File: config.mk
export PLATFORM = sky130hd
export DESIGN_NAME = ps2_mouse_host_ctrl_flat
export DESIGN_NICKNAME = d
export VERILOG_FILES = /design/src/rtl/ps2_mouse_host_ctrl_if.sv /design/src/rtl/ps2_mouse_host_ctrl.sv /design/src/flat_wrapper.sv
export SDC_FILE = /design/constraint.sdc
export NUM_CORES = 1
export LEC_CHECK = 0
export BUFFER_PORTS_ARGS = -buffer_cell sky130_fd_sc_hd__buf_4
export CAP_MARGIN = 25
export CORE_ASPECT_RATIO = 1.25
export CORE_UTILIZATION = 35
export CTS_BUF_LIST = sky130_fd_sc_hd__clkbuf_8
export DETAILED_ROUTE_END_ITERATION = 7
export SETUP_SLACK_MARGIN = 0.4
export SKIP_LAST_GASP = 1
export SYNTH_ARGS = -nofsm -noshare
export SYNTH_HDL_FRONTEND = slang
export SYNTH_SLANG_ARGS = --single-unit
File: constraint.sdc
create_clock -name clk -period 3.4 [get_ports clk]
set_clock_uncertainty 0.05 [all_clocks]
set_input_delay 0.51 -clock clk [delete_from_list [all_inputs] [get_ports clk]]
set_output_delay 0.51 -clock clk [all_outputs]
set_load 0.01 [all_outputs]
File: src/rtl/ps2_mouse_host_ctrl_if.sv
// Byte-level link between the PS/2 mouse sequencer (master) and the PS/2 transceiver (slave).
interface ps2_mouse_host_ctrl_if;
  logic       tx_req;
  logic [7:0] tx_data;
  logic       tx_busy;
  logic       tx_done;
  logic       tx_err;
  logic       rx_valid;
  logic [7:0] rx_data;
  logic       rx_err;

  modport master (output tx_req, tx_data,
                  input  tx_busy, tx_done, tx_err, rx_valid, rx_data, rx_err);
  modport slave  (input  tx_req, tx_data,
                  output tx_busy, tx_done, tx_err, rx_valid, rx_data, rx_err);
endinterface

File: src/rtl/ps2_mouse_host_ctrl.sv
// PS/2 mouse host sequencer: init script, ACK/resend/timeout handling, packet decode.
// Optional PS2_HOTPLUG_EN: AA 00 seen at a packet boundary in stream restarts the script at idx 1.
module ps2_mouse_host_ctrl #(
  parameter int ACK_TIMEOUT = 200000,
  parameter int BAT_TIMEOUT = 4000000,
  parameter int RETRY_MAX   = 3,
  parameter int ERR_BACKOFF = 1000000
) (
  input  logic                   clk,
  input  logic                   rst,
  ps2_mouse_host_ctrl_if.master  bus,
  output logic                   ready,
  output logic                   init_err,
  output logic                   wheel,
  output logic                   pkt_valid,
  output logic [2:0]             btn,
  output logic [8:0]             dx,
  output logic [8:0]             dy,
  output logic [3:0]             dz,
  output logic [1:0]             ovf
);
  localparam int MAXT_AB = (ACK_TIMEOUT > BAT_TIMEOUT) ? ACK_TIMEOUT : BAT_TIMEOUT;
  localparam int MAXT    = (MAXT_AB > ERR_BACKOFF) ? MAXT_AB : ERR_BACKOFF;
  localparam int TW      = $clog2(MAXT + 1);
  localparam int RW      = $clog2(RETRY_MAX + 1);

  typedef enum logic [3:0] {
    IDLE, SEND, WAIT_TX, WAIT_ACK, WAIT_BAT, WAIT_ID, RETRY, ERROR, STREAM
  } state_t;

  state_t        state;
  logic [3:0]    idx;
  logic [RW-1:0] retry;
  logic [TW-1:0] timer;
  logic          bat_seen;
  logic [1:0]    pkt_idx;
  logic [7:0]    b0, b1, b2;

  logic          rx_ok, ack_to, bat_to, err_to;
  logic [1:0]    last_idx;
  logic [7:0]    y_lo;

  assign rx_ok    = bus.rx_valid & ~bus.rx_err;
  assign ack_to   = timer >= TW'(ACK_TIMEOUT - 1);
  assign bat_to   = timer >= TW'(BAT_TIMEOUT - 1);
  assign err_to   = timer >= TW'(ERR_BACKOFF - 1);
  assign last_idx = wheel ? 2'd3 : 2'd2;
  // Y low byte is still on the bus when a 3-byte packet completes
  assign y_lo     = (pkt_idx == 2'd2) ? bus.rx_data : b2;

  function automatic logic [7:0] rom(input logic [3:0] i);
    case (i)
      4'd0:    rom = 8'hFF;
      4'd1:    rom = 8'hF3;
      4'd2:    rom = 8'hC8;
      4'd3:    rom = 8'hF3;
      4'd4:    rom = 8'h64;
      4'd5:    rom = 8'hF3;
      4'd6:    rom = 8'h50;
      4'd7:    rom = 8'hF2;
      default: rom = 8'hF4;
    endcase
  endfunction

  always_ff @(posedge clk) begin
    if (!rst) begin
      state       <= IDLE;
      idx         <= '0;
      retry       <= '0;
      timer       <= '0;
      bat_seen    <= 1'b0;
      pkt_idx     <= '0;
      b0          <= '0;
      b1          <= '0;
      b2          <= '0;
      bus.tx_req  <= 1'b0;
      bus.tx_data <= '0;
      ready       <= 1'b0;
      init_err    <= 1'b0;
      wheel       <= 1'b0;
      pkt_valid   <= 1'b0;
      btn         <= '0;
      dx          <= '0;
      dy          <= '0;
      dz          <= '0;
      ovf         <= '0;
    end else begin
      bus.tx_req <= 1'b0;
      pkt_valid  <= 1'b0;
      if (timer != '1) timer <= timer + TW'(1);
      if (rx_ok)       timer <= '0;

      case (state)
        IDLE: begin
          state <= SEND;
          timer <= '0;
        end
        SEND: if (!bus.tx_busy) begin
          bus.tx_req  <= 1'b1;
          bus.tx_data <= rom(idx);
          state       <= WAIT_TX;
          timer       <= '0;
        end
        WAIT_TX: begin
          if (bus.tx_done) begin
            state <= WAIT_ACK;
            timer <= '0;
          end else if (bus.tx_err) begin
            state <= RETRY;
            timer <= '0;
          end
        end
        WAIT_ACK: begin
          if (bus.rx_err || (!bus.rx_valid && ack_to)) begin
            state <= RETRY;
            timer <= '0;
          end else if (bus.rx_valid) begin
            timer <= '0;
            if (bus.rx_data == 8'hFA) begin
              case (idx)
                4'd0: begin state <= WAIT_BAT; bat_seen <= 1'b0; end
                4'd7: state <= WAIT_ID;
                4'd8: begin state <= STREAM; ready <= 1'b1; pkt_idx <= '0; end
                default: begin idx <= idx + 4'd1; retry <= '0; state <= SEND; end
              endcase
            end else if (bus.rx_data == 8'hFE) begin
              state <= RETRY;
            end else begin
              state <= ERROR;
            end
          end
        end
        WAIT_BAT: begin
          if (rx_ok) begin
            if (!bat_seen) begin
              if (bus.rx_data == 8'hAA) bat_seen <= 1'b1;
            end else if (bus.rx_data == 8'h00) begin
              idx   <= 4'd1;
              retry <= '0;
              state <= SEND;
            end else begin
              state <= ERROR;
            end
          end else if (bat_to) begin
            state <= ERROR;
            timer <= '0;
          end
        end
        WAIT_ID: begin
          if (rx_ok) begin
            wheel <= (bus.rx_data == 8'h03);
            idx   <= 4'd8;
            retry <= '0;
            state <= SEND;
          end else if (ack_to) begin
            state <= RETRY;
            timer <= '0;
          end
        end
        RETRY: begin
          retry <= retry + RW'(1);
          timer <= '0;
          state <= (retry + RW'(1) >= RW'(RETRY_MAX)) ? ERROR : SEND;
        end
        ERROR: begin
          if (err_to) begin
            init_err <= 1'b0;
            idx      <= '0;
            retry    <= '0;
            state    <= SEND;
            timer    <= '0;
          end else begin
            init_err <= 1'b1;
            ready    <= 1'b0;
            wheel    <= 1'b0;
          end
        end
        STREAM: begin
          if (bus.rx_err) begin
            pkt_idx <= '0;
          end else if (bus.rx_valid) begin
            if (pkt_idx == 2'd0) begin
              // bit3 is always set in a header byte; anything else is out of sync
              if (bus.rx_data[3]) begin
                b0      <= bus.rx_data;
                pkt_idx <= 2'd1;
              end
            end else if (pkt_idx == 2'd1) begin
`ifdef PS2_HOTPLUG_EN
              if (b0 == 8'hAA && bus.rx_data == 8'h00) begin
                ready   <= 1'b0;
                wheel   <= 1'b0;
                idx     <= 4'd1;
                retry   <= '0;
                pkt_idx <= '0;
                state   <= SEND;
              end else begin
                b1      <= bus.rx_data;
                pkt_idx <= 2'd2;
              end
`else
              b1      <= bus.rx_data;
              pkt_idx <= 2'd2;
`endif
            end else if (pkt_idx == last_idx) begin
              pkt_valid <= 1'b1;
              btn       <= b0[2:0];
              dx        <= {b0[4], b1};
              dy        <= {b0[5], y_lo};
              dz        <= wheel ? bus.rx_data[3:0] : 4'd0;
              ovf       <= {b0[7], b0[6]};
              pkt_idx   <= '0;
            end else begin
              b2      <= bus.rx_data;
              pkt_idx <= 2'd3;
            end
          end else if (pkt_idx != 2'd0 && ack_to) begin
            pkt_idx <= '0;
          end
        end
        default: state <= IDLE;
      endcase
    end
  end
endmodule

File: src/flat_wrapper.sv
// flat-port wrapper written by rule: the top's interface ports become plain ports
module ps2_mouse_host_ctrl_flat 
#(
  parameter int ACK_TIMEOUT = 200000,
  parameter int BAT_TIMEOUT = 4000000,
  parameter int RETRY_MAX   = 3,
  parameter int ERR_BACKOFF = 1000000
)
  (clk, rst, ready, init_err, wheel, pkt_valid, btn, dx, dy, dz, ovf, bus_tx_req, bus_tx_data, bus_tx_busy, bus_tx_done, bus_tx_err, bus_rx_valid, bus_rx_data, bus_rx_err);
  ps2_mouse_host_ctrl_if bus_i ();
  input  logic clk;
  input  logic rst;
  output logic ready;
  output logic init_err;
  output logic wheel;
  output logic pkt_valid;
  output logic [2:0] btn;
  output logic [8:0] dx;
  output logic [8:0] dy;
  output logic [3:0] dz;
  output logic [1:0] ovf;
  output wire logic [$bits(bus_i.tx_req)-1:0] bus_tx_req;
  output wire logic [$bits(bus_i.tx_data)-1:0] bus_tx_data;
  input wire logic [$bits(bus_i.tx_busy)-1:0] bus_tx_busy;
  input wire logic [$bits(bus_i.tx_done)-1:0] bus_tx_done;
  input wire logic [$bits(bus_i.tx_err)-1:0] bus_tx_err;
  input wire logic [$bits(bus_i.rx_valid)-1:0] bus_rx_valid;
  input wire logic [$bits(bus_i.rx_data)-1:0] bus_rx_data;
  input wire logic [$bits(bus_i.rx_err)-1:0] bus_rx_err;
  assign bus_tx_req = bus_i.tx_req;
  assign bus_tx_data = bus_i.tx_data;
  assign bus_i.tx_busy = bus_tx_busy;
  assign bus_i.tx_done = bus_tx_done;
  assign bus_i.tx_err = bus_tx_err;
  assign bus_i.rx_valid = bus_rx_valid;
  assign bus_i.rx_data = bus_rx_data;
  assign bus_i.rx_err = bus_rx_err;
  ps2_mouse_host_ctrl #(.ACK_TIMEOUT(ACK_TIMEOUT), .BAT_TIMEOUT(BAT_TIMEOUT), .RETRY_MAX(RETRY_MAX), .ERR_BACKOFF(ERR_BACKOFF)) u_core (.clk(clk), .rst(rst), .bus(bus_i), .ready(ready), .init_err(init_err), .wheel(wheel), .pkt_valid(pkt_valid), .btn(btn), .dx(dx), .dy(dy), .dz(dz), .ovf(ovf));
endmodule
# Word-level counts from Yosys, hierarchy flattened

Memories as Yosys holds them, arrays and structs flattened. A register that Yosys moved wholly into a read port is not among the register bits.
Index checks and enable logic that the tools add are counted.

Bits in registers: 99
Memory bits (read-only): 56
Bits of input ports: 15
Logic and storage cells: 193
Memories kept: 1

$add $sub $neg: 3
Magnitude comparators: 4
Equal/unequal tests: 38
Multiplexer cells: 87
Bitwise logic cells: 9
Reductions and logical operators: 31

Memories:

| name            | words | bits a word | read ports | clocked after Yosys merged registers in | write ports | line                      | text |
|---|---|---|---|---|---|---|---|
| (no name shown) | 8     | 7           | 1          | 1                                       | 0           | ps2_mouse_host_ctrl.sv:52 | `case (i)` |

Operators by type and width:

| operator                                                                 | number |
|---|---|
| 22-bit two-way mux                                                       | 12 |
| 22-bit case mux with 7 select lines                                      | 1 |
| 4-bit two-way mux                                                        | 22 |
| 2-bit two-way mux                                                        | 20 |
| 4-bit case mux with 9 select lines                                       | 1 |
| 8-bit equality test (second input constant)                              | 3 |
| 6-bit AND reduction                                                      | 4 |
| 22-bit by 1-bit adder with 22-bit output (second input constant)         | 1 |
| 22-bit by 18-bit >= comparator with 1-bit output (second input constant) | 1 |
| 22-bit by 20-bit >= comparator with 1-bit output (second input constant) | 1 |
| 22-bit >= comparator (second input constant)                             | 1 |
| 22-bit inequality test (second input constant)                           | 1 |
| 4-bit by 3-bit equality test with 1-bit output (second input constant)   | 5 |
| 10-bit AND reduction                                                     | 2 |
| 1-bit two-way mux                                                        | 18 |
| 8-bit two-way mux                                                        | 2 |
| 4-bit case mux with 4 select lines                                       | 1 |
| 2-bit inequality test (second input constant)                            | 7 |
| 3-bit two-way mux                                                        | 4 |
| 2-bit by 1-bit inequality test with 1-bit output (second input constant) | 6 |
| 4-bit case mux with 3 select lines                                       | 1 |
| 2-bit case mux with 5 select lines                                       | 1 |
| 5-bit AND reduction                                                      | 2 |
| 2-bit nonzero test                                                       | 5 |
| other kinds (34)                                                         | 50 |

# Longest topological paths before layout

Gate-level depths: netlist (run 1).

Depth after elaboration: 9
Gate-level depth with buffers: 10

# Least setup slack after synthesis (run 1)

No wires, ideal clock.

Kind: reg2reg
Start: reg u_core.timer[13]
End: reg u_core.state[3]
Setup time: 0.083 ns
Data arrival time: 2.343 ns
Data required time: 3.267 ns
Setup slack: 0.924 ns
Cell stages (with the launch flop): 10
Buffers on the path: 2
Cell sequence: dfxtp_1 clkbuf_1 or4_1 or4_1 o2bb2ai_1 a31oi_1 nand2_1 or3_1 buf_6 o31ai_4

Word-level cells in the longest chain between the ends: 5

RTL lines:

| what                                                                                                   | line                       | text |
|---|---|---|
| start: declaration                                                                                     | ps2_mouse_host_ctrl.sv:34  | `logic [TW-1:0] timer;` |
| start signal: assignment                                                                               | ps2_mouse_host_ctrl.sv:90  | `if (timer != '1) timer <= timer + TW'(1);` |
| 22-bit by 18-bit >= comparator with 1-bit output                                                       | ps2_mouse_host_ctrl.sv:44  | `assign ack_to = timer >= TW'(ACK_TIMEOUT - 1);` |
| 1-bit logical AND                                                                                      | ps2_mouse_host_ctrl.sv:114 | `if (bus.rx_err \|\| (!bus.rx_valid && ack_to)) begin` |
| 1-bit logical OR                                                                                       | ps2_mouse_host_ctrl.sv:114 |  |
| 3-bit by 2-bit inequality test with 1-bit output (no source line) or 4-bit two-way mux (tied branches) | -                          |  |
| 8-bit AND reduction (no source line) or 4-bit case mux with 9 select lines (tied branches)             | -                          |  |
| end signal: assignment                                                                                 | ps2_mouse_host_ctrl.sv:163 | `state <= (retry + RW'(1) >= RW'(RETRY_MAX)) ? ERROR : SEND;` |
| end: declaration                                                                                       | ps2_mouse_host_ctrl.sv:31  | `state_t state;` |

Parallel ways exist; a longest one is shown, timed or not.
A chain may end at the register's enable or synchronous reset.

# Worst setup path in the final report (run 1)

Start: reg u_core.timer[0]
End: reg u_core.state[3]

The elaborated chain is that of the path after synthesis.

==> flow_summary_export.csv, run 1 <==
group,metric,value,unit
clocking,cts_tree,"built",
clocking,cts_max_level,3,
route,wl_per_cell,14.6,um
global_route,grt_overflow,0,
timing,fin_crit,2.70,ns
worst_setup_path,crit_fanout,7,
timing,setup_violations,0,
logic_synthesis,synth_seq_area_share,44.0,%
worst_setup_path,crit_buf_inv,0,
worst_setup_path,startpoint_type,"flop",
logic_synthesis,yosysTopAreaCell,"dfxtp_1",
clocking,cts_resized,0,
die,core,0.0133,mm^2
logic_synthesis,synth_area,0.00478,mm^2
die,die_w,107,um
clocking,clk_path_buf_depth,2,
global_route,antenna_found_initial,0,
logic_synthesis,synthTopCellsByArea,"dfxtp_1 44%, mux2i_1 7.3%, nand2_1 6.2%",
timing,max_freq,370,MHz
timing,grt_setup_unrepaired,"no",
pwr,power-per-cell-area,499,mW/mm^2
die,fp.dieH,133,um
route,viasPerCell,5.33,
die,boundaryPins,55,
logic_synthesis,postSynthCellCount,576,
logic_synthesis,ys_types,59,
worst_setup_path,required,3.66,ns
layout,layout.nets,635,
timing,drv_slew,0,
global_route,grt_start_max_net_pins,41,
timing,fin_crit_sh,79.5,%
worst_setup_path,cp-end-kind,"flop",
logic_synthesis,ys_async_sr_fraction,0,%
global_route,grt_pass1_wl,19.1,mm
timing,hold_violations,0,
layout,layout_common_cells,"105 x dfxtp_1, 79 x nand2_1, 78 x nor2_1, 63 x buf_4, 38 x a21oi_1",
clocking,cts_setup_buffers,0,
clocking,path_clk_slew,0.11,ns
worst_setup_path,crit_type,"reg2reg",
route,drc_errors,0,
layout,drive_above_1_share,14.2,%
route,vias,4220,
route,drt_iter0_drc,281,
placement,gp_congestion,0.875,
worst_setup_path,r2r_slack,0.70,ns
layout,n_antenna_cell,0,
logic_synthesis,synth_top_area_share,44.0,%
placement,portBuffers,54,
run_status,status,"completed",
clocking,cts_buffers,9,
global_route,gr-usage-all-layers,16.9,%
placement,dp_cells,776,
timing,setup_tns,0,ns
logic_synthesis,synthFlopType,"dfxtp_1",
run,cap_violations,0,
timing,worstMarginPinSlew,0.713,ns
worst_setup_path,arrival,2.96,ns
logic_synthesis,syn_area_per_cell,8.30,um^2
die,rows,47,
worst_setup_path,cp_top_family,"simple AND/OR/NAND/NOR gates",
min_path,min_path_type,"in2reg",
pwr,p_leak,2.23,nW
placement,dp_hpwl,8.40,mm
route,ant_nets,0,
worst_setup_path,cpPeakStageDelay,0.57,ns
die,fp.dieArea,0.0141,mm^2
logic_synthesis,ys_seq_elements,105,
global_route,grt_pass1_vias,3926,
clocking,worst_skew_pair.late_latency,0.38,ns
layout,final_common_cell,"dfxtp_1",
logic_synthesis,synth_edf_count,0,
clocking,cts_hold_buf,0,
logic_synthesis,yosys_warnings,0,
route,finalWirelength,11.5,mm
pwr,vdd_ir_drop_max,0.186,mV
layout,final_cells,792,
die,start_util,36.0,%
clocking,cts_sinks,105,
worst_setup_path,crit_path_top_delay_cell,"or4_1",
route,dr.pass1.iters,4,
logic_synthesis,synthesis.nets,595,
layout,area_growth,15.9,%
timing,slew_headroom,51.2,%
clocking,cts-root-buf,"clkbuf_8",
worst_setup_path,cp_cell_sequence,"ha_1 -> nand3_1 -> or4_1 -> o2bb2ai_1 -> a32oi_1 -> o22ai_1 -> or3_1 -> o31ai_4",
[synthesized netlist by cell type, types with 2 or more instances]
cell type and number:
a41oi_1 2, nand4_1 11, or4_1 5, a211oi_1 11, or2_2 2, inv_1 6
a31oi_1 6, o21ai_0 15, nand3b_1 5, mux2i_1 35, nor2_1 79, nor3b_1 3
buf_2 5, xor2_1 14, nand2_1 79, o31ai_1 5, o211a_1 2, ha_1 4
xnor2_1 5, and3_1 8, o211ai_1 2, nand2b_1 9, a2111oi_0 2, nor2b_1 5
nand3_1 23, clkbuf_1 27, a21oi_1 38, dfxtp_1 105, and2_1 4, nor3_1 23
or3_1 4, nor4bb_1 2, nor4b_1 4
[sequential cells by signal, summed over array words and instances, names as in the netlist, 2 cells and up, named ones only]
name / cells
u_core.dx: 9
u_core.timer: 22
u_core.b1: 8
u_core.b0: 7
u_core.bus.tx_data: 8
u_core.dy: 9
u_core.dz: 4
u_core.retry: 2
u_core.state: 4
u_core.btn: 3
u_core.ovf: 2
u_core.pkt_idx: 2
u_core.idx: 4
u_core.b2: 8
[power by group]
group	internal [mW]	total (mW)	switching (mW)
Combinational	0.234	0.571	0.337
Sequential	1.30	1.37	0.0753
Clock	0.356	0.821	0.465
Total	1.89	2.76	0.877
[per-layer routing]
layer	wire length [um]	GRT usage, %	vias up
met5	0	0	-
met3	497	3.30	17
met4	231	6.93	0
li1	-	-	2104
met2	5570	28.2	94
met1	5240	21.3	2005
[through the flow]
step / cell area, um^2 / worst slack [ns] / power [mW] / hold slack, ns / utilization (%)
2_1_floorplan: 4780 / 0.924 / 1.80 / 0.382 / -
3_5_place_dp: 5330 / 0.726 / 1.97 / 0.397 / 40.1
3_3_place_gp: 5330 / 0.808 / 1.96 / 0.389 / 40.1
6_report: 5540 / 0.695 / 2.76 / 0.380 / 41.7
5_1_grt: 5540 / 0.506 / 2.94 / 0.382 / 41.7
4_1_cts: 5540 / 0.683 / 2.79 / 0.373 / 41.7
[worst reg2reg max path, cell delays in order, from the launching register on]
cell and delay, ns:
dfxtp_1 0.39, ha_1 0.18, nand3_1 0.17, or4_1 0.57
o2bb2ai_1 0.19, a32oi_1 0.24, o22ai_1 0.12, or3_1 0.46
o31ai_4 0.27
[kinds of logic (layout without fill, tap and decap cells)]
family,count (synthesis),in the layout,share of synthesized area (%)
compound gates,97,97,13.1
xor+xnor,19,19,3.48
fa+ha+maj,4,4,1.05
buf+inv,41,86,3.51
flops,105,105,44.0
mux,35,35,7.33
simple gates,275,275,27.6
[area by class of cell]
cell class / instances / area (um^2)
clock buffer: 9 / 124
clock inverter: 7 / 86.3
fill: 1355 / 7750
inverter: 7 / 26.3
multi-input combinational: 430 / 2510
sequential: 105 / 2100
tap: 171 / 214
timing repair buffer: 63 / 473
[path summary, 6_finish.rpt]
check,startpoint,endpoint,cells past startpoint
max,u_core.timer[0],u_core.state[3],8
min,bus_rx_data[7],u_core.b2[7],3
max reg2reg,u_core.timer[0],u_core.state[3],8
min reg2reg,u_core.dx[8],u_core.dx[8],2
No activity file was read; power rests on OpenSTA's default activity.
==> inputs of run 2 (changes only) <==
Clock period 3.4 ns to 2.5 ns, I/O delays scaled along.
==> run 2 against run 1 <==
The run now ends with negative setup slack left. Fmax grew 6.6%. Core utilization grew 5.6 points. Clock power grew 22%. Via count grew 5.9%. Die area is the same. First-iteration DRC count shrank 18%. Register-to-register slack lost 0.73 ns. Non-clock buffer count grew 48. Sequential share of layout area shrank 4.2 points. Worst setup slack lost 0.73 ns. Largest power group unchanged.
==> flow_summary_export.csv, run 2 (synthesis results as in run 1) <==
group,metric,value,unit
timing,max_freq,394,MHz
die,boundaryPins,55,
timing,fin_crit,2.54,ns
route,finalWirelength,13.0,mm
timing,fin_crit_sh,102,%
worst_setup_path,reg2reg_to,"u_core.state[3]",
placement,portBuffers,54,
worst_setup_path,r2r_slack,-0.04,ns
die,die_w,107,um
timing,setup_violations,1,
clocking,cts-root-buf,"clkbuf_8",
route,drc_errors,0,
worst_setup_path,crit_type,"reg2reg",
worst_setup_path,startpoint_type,"flop",
die,start_util,36.0,%
route,ant_nets,0,
clocking,cts_buffers,9,
run,cap_violations,0,
layout,layout.nets,683,
min_path,hold_path.startpoint,"bus_rx_data[5]",
pwr,power-per-cell-area,647,mW/mm^2
pwr,power.share.clock,24.6,%
pwr,p_sw,1.35,mW
clocking,clk_path_buf_depth,2,
pwr,finalPower,4.07,mW
layout,largest_register_ffs,22,
worst_setup_path,required,2.74,ns
clocking,cts_sinks,105,
run_status,status,"finished with violations",
layout,final_cells,840,
clocking,cts_tree,"built",
route,vias,4470,
placement,dp_cells,810,
die,rows,47,
die,fp.dieH,133,um
timing,setup_slack,-0.0377,ns
timing,grt_setup_unrepaired,"yes",
worst_setup_path,arrival,2.78,ns
layout,n_antenna_cell,0,
global_route,grt_start_max_net_pins,68,
global_route,grt_pass1_vias,4279,
placement,gp_congestion,0.870,
global_route,grt_overflow,0,
worst_setup_path,cp-end-kind,"flop",
pwr,comb_power_share,29.4,%
clocking,path_clk_slew,0.10,ns
pwr,p_leak,2.55,nW
layout,fin_util,47.3,%
global_route,gr-usage-all-layers,18.5,%
die,core,0.0133,mm^2
run_status,violations,"negative setup slack",
pwr,p_seq_share,46.0,%
worst_setup_path,r2r_start,"u_core.timer[7]",
min_path,whs_path_depth,3,
min_path,min_path_type,"in2reg",
min_path,min_to,"u_core.b1[5]",
layout,area_growth,31.4,%
route,wl_per_cell,15.5,um
layout,drive_above_1_share,29.3,%
timing,drv_slew,0,
clocking,cts_max_level,3,
die,fp.dieArea,0.0141,mm^2
placement,dp_hpwl,9.29,mm
clocking,worst_skew_pair.late_latency,0.38,ns
route,drt_iter0_drc,231,
layout,final_common_cell,"buf_4",
pwr,vdd_ir_drop_max,0.285,mV
timing,hold_violations,0,
layout,reg_top3,"u_core.timer (22), u_core.dx (9), u_core.dy (9)",
route,viasPerCell,5.32,
route,dr.pass1.iters,5,
worst_setup_path,r2r_cells,7,
pwr,p_int,2.71,mW
timing,slew_headroom,54.2,%
timing,worstMarginPinSlew,0.687,ns
worst_setup_path,crit_fanout,5,
pwr,swShare,33.3,%
global_route,antenna_found_initial,0,
global_route,grt_pass1_wl,20.9,mm
layout,layout_common_cells,"104 x buf_4, 94 x dfxtp_1, 77 x nand2_1, 66 x nor2_1, 35 x mux2i_1",
layout,regMostFlops,"u_core.timer",
-- run 2: worst max-delay path by stage --
stage	from	end	depth (start not counted)	slack [ns]
floorplan	u_core.timer[7]	u_core.state[3]	8	0.04
global placement	u_core.timer[7]	u_core.state[3]	7	-0.04
detailed placement	u_core.timer[7]	u_core.state[3]	7	-0.07
CTS	u_core.timer[7]	u_core.state[3]	7	-0.004
global route	u_core.timer[7]	u_core.state[3]	7	-0.10
finish	u_core.timer[7]	u_core.state[3]	7	-0.04
-- run 2: through the flow --
stage | area [um^2] | setup TNS (ns) | hold WS [ns] | setup slack [ns]
after floorplan | 4880 | 0 | 0.382 | 0.0440
after global placement | 5690 | -0.0352 | 0.390 | -0.0352
after detailed placement | 5690 | -0.140 | 0.396 | -0.0733
after CTS | 6120 | -0.00364 | 0.235 | -0.00364
after global routing | 6280 | -2.11 | 0.247 | -0.103
final | 6280 | -0.0377 | 0.254 | -0.0377
-- run 2: final cells by class --
cell class / count / area [um^2]
Clock inverter: 7 / 58.8
Timing Repair Buffer: 111 / 905
Multi-Input combinational cell: 430 / 2830
Inverter: 7 / 26.3
Tap cell: 171 / 214
Sequential cell: 105 / 2120
Fill cell: 1321 / 7010
Clock buffer: 9 / 124
-- run 2: power by group through the flow --
stage                     sequential (mW)  clock [mW]  combinational (mW)
final                                1.87        1.00                1.20
after CTS                            1.86        1.04                1.10
after global routing                 1.88        1.10                1.29
after floorplan                      1.87           0               0.636
after global placement               1.88           0               0.906
after detailed placement             1.89           0               0.931
-- run 2: worst max-delay path, stage by stage (launching register included) --
cell       delay (ns)
dfxtp_2          0.33
or4_1            0.50
or4_4            0.44
o2bb2ai_4        0.16
a32oi_2          0.20
o22ai_1          0.12
or3_4            0.40
o31ai_4          0.25
-- run 2: per-layer routing --
| layer | track usage (%) | part of all wire, % | routed length [um] | up-vias |
|---|---|---|---|---|
| met3 | 3.45 | 4.2 | 551 | 25 |
| li1 | - | - | - | 2197 |
| met5 | 0 | 0 | 0 | - |
| met4 | 7.31 | 2.4 | 316 | 0 |
| met1 | 21.8 | 42 | 5450 | 2128 |
| met2 | 33.0 | 51 | 6680 | 120 |
-- run 2: repair_timing --
action / CTS / global route
gates resized for setup: 30 / 39
endpoints found under the setup margin: 75 / 96
pin swaps: 8 / 10
setup buffers: 10 / 2
hold buffers: 0 / 0
cloned: 1 / 1
==> inputs of run 3 (changes only) <==
Settings changed: PLACE_DENSITY set to 0.55.
==> run 3 against run 2 <==
The run still ends with negative setup slack left. Via count increased by 0.16%. Core utilization increased by 0.80 points. Final area increased by 1.7%. Routed wire length increased by 0.78%. First-iteration DRC count increased by 82%. Register-to-register slack about the same. Non-clock buffer count increased by 10. Critical path depth increased by 3. Worst setup slack improved by 0.0036 ns. Sequential power about the same. Critical path type unchanged. Largest power group unchanged.
==> flow_summary_export.csv, run 3 (synthesis results as in run 1) <==
group,metric,value,unit
layout,n_antenna_cell,0,
worst_setup_path,cpPeakStageDelay,0.51,ns
placement,dp_cells,822,
die,boundaryPins,55,
worst_setup_path,reg2reg_to,"u_core.timer[10]",
route,finalWirelength,13.1,mm
die,core,0.0133,mm^2
min_path,min_path_type,"in2reg",
worst_setup_path,r2r_slack,-0.03,ns
placement,dp_hpwl,9.23,mm
timing,hold_violations,0,
placement,post-place-ws,-0.0850,ns
timing,worstMarginPinSlew,0.527,ns
global_route,antenna_found_initial,0,
run,cap_violations,0,
worst_setup_path,cp_cell_sequence,"or4_1 -> or4_4 -> o2bb2ai_4 -> a32oi_2 -> nand3_1 -> o211ai_1 -> buf_4 -> buf_6 -> buf_16 -> nor2_1",
placement,portBuffers,54,
clocking,cts-root-buf,"clkbuf_8",
placement,gp_congestion,0.909,
route,dr.pass1.iters,5,
route,wl_per_cell,15.4,um
worst_setup_path,r2r_cells,10,
timing,slew_headroom,64.9,%
worst_setup_path,startpoint_type,"flop",
worst_setup_path,crit_fanout,6,
clocking,cts_tree,"built",
global_route,grt_pass1_wl,21.2,mm
timing,setup_slack,-0.0341,ns
layout,final_cells,850,
global_route,grt_start_max_net_pins,61,
timing,fin_crit,2.53,ns
run_status,status,"finished with violations",
pwr,power-per-cell-area,657,mW/mm^2
layout,seq_area,0.00212,mm^2
layout,final_common_cell,"buf_4",
global_route,grt_overflow,0,
layout,layout.nets,693,
worst_setup_path,required,2.74,ns
min_path,whs_path_depth,3,
clocking,cts_sinks,105,
clocking,path_clk_slew,0.11,ns
clocking,cts_max_level,3,
layout,multiInputGateArea,0.00280,mm^2
min_path,min_to,"u_core.b2[5]",
timing,fin_crit_sh,101,%
layout,drive_above_1_share,29.7,%
route,vias,4477,
die,fp.dieArea,0.0141,mm^2
route,drc_errors,0,
layout,largest_register_ffs,22,
pwr,vdd_ir_drop_max,0.339,mV
timing,drv_slew,0,
min_path,hold_path.startpoint,"bus_rx_data[5]",
layout,fillers,1297,
run_status,violations,"negative setup slack",
global_route,gr-usage-all-layers,18.8,%
route,ant_nets,0,
global_route,grt_pass1_vias,4183,
route,drt_iter0_drc,420,
die,rows,47,
timing,grt_setup_unrepaired,"yes",
layout,area_growth,33.6,%
clocking,cts_buffers,9,
timing,setup_violations,8,
clocking,worst_skew_pair.late_latency,0.38,ns
die,fp.dieH,133,um
worst_setup_path,crit_path_top_delay_cell,"or4_1",
layout,reg_top3,"u_core.timer (22), u_core.dx (9), u_core.dy (9)",
layout,regMostFlops,"u_core.timer",
route,viasPerCell,5.27,
timing,hold_slack,0.238,ns
worst_setup_path,arrival,2.77,ns
worst_setup_path,crit_type,"reg2reg",
worst_setup_path,cp-end-kind,"flop",
die,die_w,107,um
layout,layout_common_cells,"108 x buf_4, 91 x dfxtp_1, 78 x nand2_1, 71 x nor2_1, 35 x mux2i_1",
pwr,p_leak,2.64,nW
clocking,clk_path_buf_depth,2,
worst_setup_path,r2r_start,"u_core.timer[7]",
timing,max_freq,395,MHz
die,start_util,36.0,%
layout,fin_util,48.1,%
[run 3: cell count changes in the layout (fill, tap and decap cells not counted), sizes merged]
cell	before	now
clkinv	2	1
buf	109	121
clkinvlp	1	0
inv	11	12
bufinv	0	1
clkbuf	11	9
[run 3: how the worst max path moves through the flow]
stage | start | to | slack (ns)
after CTS | u_core.timer[7] | u_core.pkt_idx[0] | 0.005
after global placement | u_core.timer[7] | u_core.state[3] | -0.03
final | u_core.timer[7] | u_core.timer[10] | -0.03
after global routing | u_core.timer[7] | u_core.timer[21] | -0.15
after detailed placement | u_core.timer[7] | u_core.state[3] | -0.08
after floorplan | u_core.timer[7] | u_core.state[3] | 0.04
[run 3: cell type report]
cell class / instances / share of cell area (%)
clock buffer: 9 / 1.94
clock inverter: 7 / 1.41
inverter: 7 / 0.451
multi-input combinational: 430 / 43.8
sequential: 105 / 33.2
tap: 171 / 3.35
timing repair buffer: 121 / 15.8
[run 3: metal layers]
layer	global-route usage, %	part of all wire [%]	wire (um)	vias up
met5	0	0	0	-
met4	6.32	1.5	197	0
met2	31.6	48	6330	145
met1	24.8	45	5940	2095
met3	2.51	4.8	628	14
li1	-	-	-	2223
[run 3: critical path: cells and delay by family, from the launching register on]
kind            cells  cell delay [ns]
flops               1             0.33
compound gates      3             0.55
simple gates        4             1.08
buf+inv             3             0.43
[run 3: what timing repair did]
item | in CTS | in global routing
pin swaps | 11 | 11
resized for setup | 38 | 37
endpoints found under the setup margin | 73 | 77
hold buffers | 0 | 0
buffers inserted | 7 | 3
gates cloned | 2 | 0
[run 3: per-stage QoR]
step                TNS (ns)  cell area (um^2)  power, mW
finish                -0.237              6390       4.20
global route           -2.37              6390       4.41
CTS                        0              6250       4.13
detailed placement    -0.224              5780       2.82
global placement     -0.0419              5780       2.80
floorplan                  0              4880       2.50
[run 3: power by group]
part / switching (mW) / total [mW] / internal [mW] / leakage, nW
Combinational: 0.633 / 1.18 / 0.545 / 1.68
Sequential: 0.0850 / 1.85 / 1.77 / 0.855
Clock: 0.671 / 1.16 / 0.494 / 0.110
Total: 1.39 / 4.20 / 2.81 / 2.64
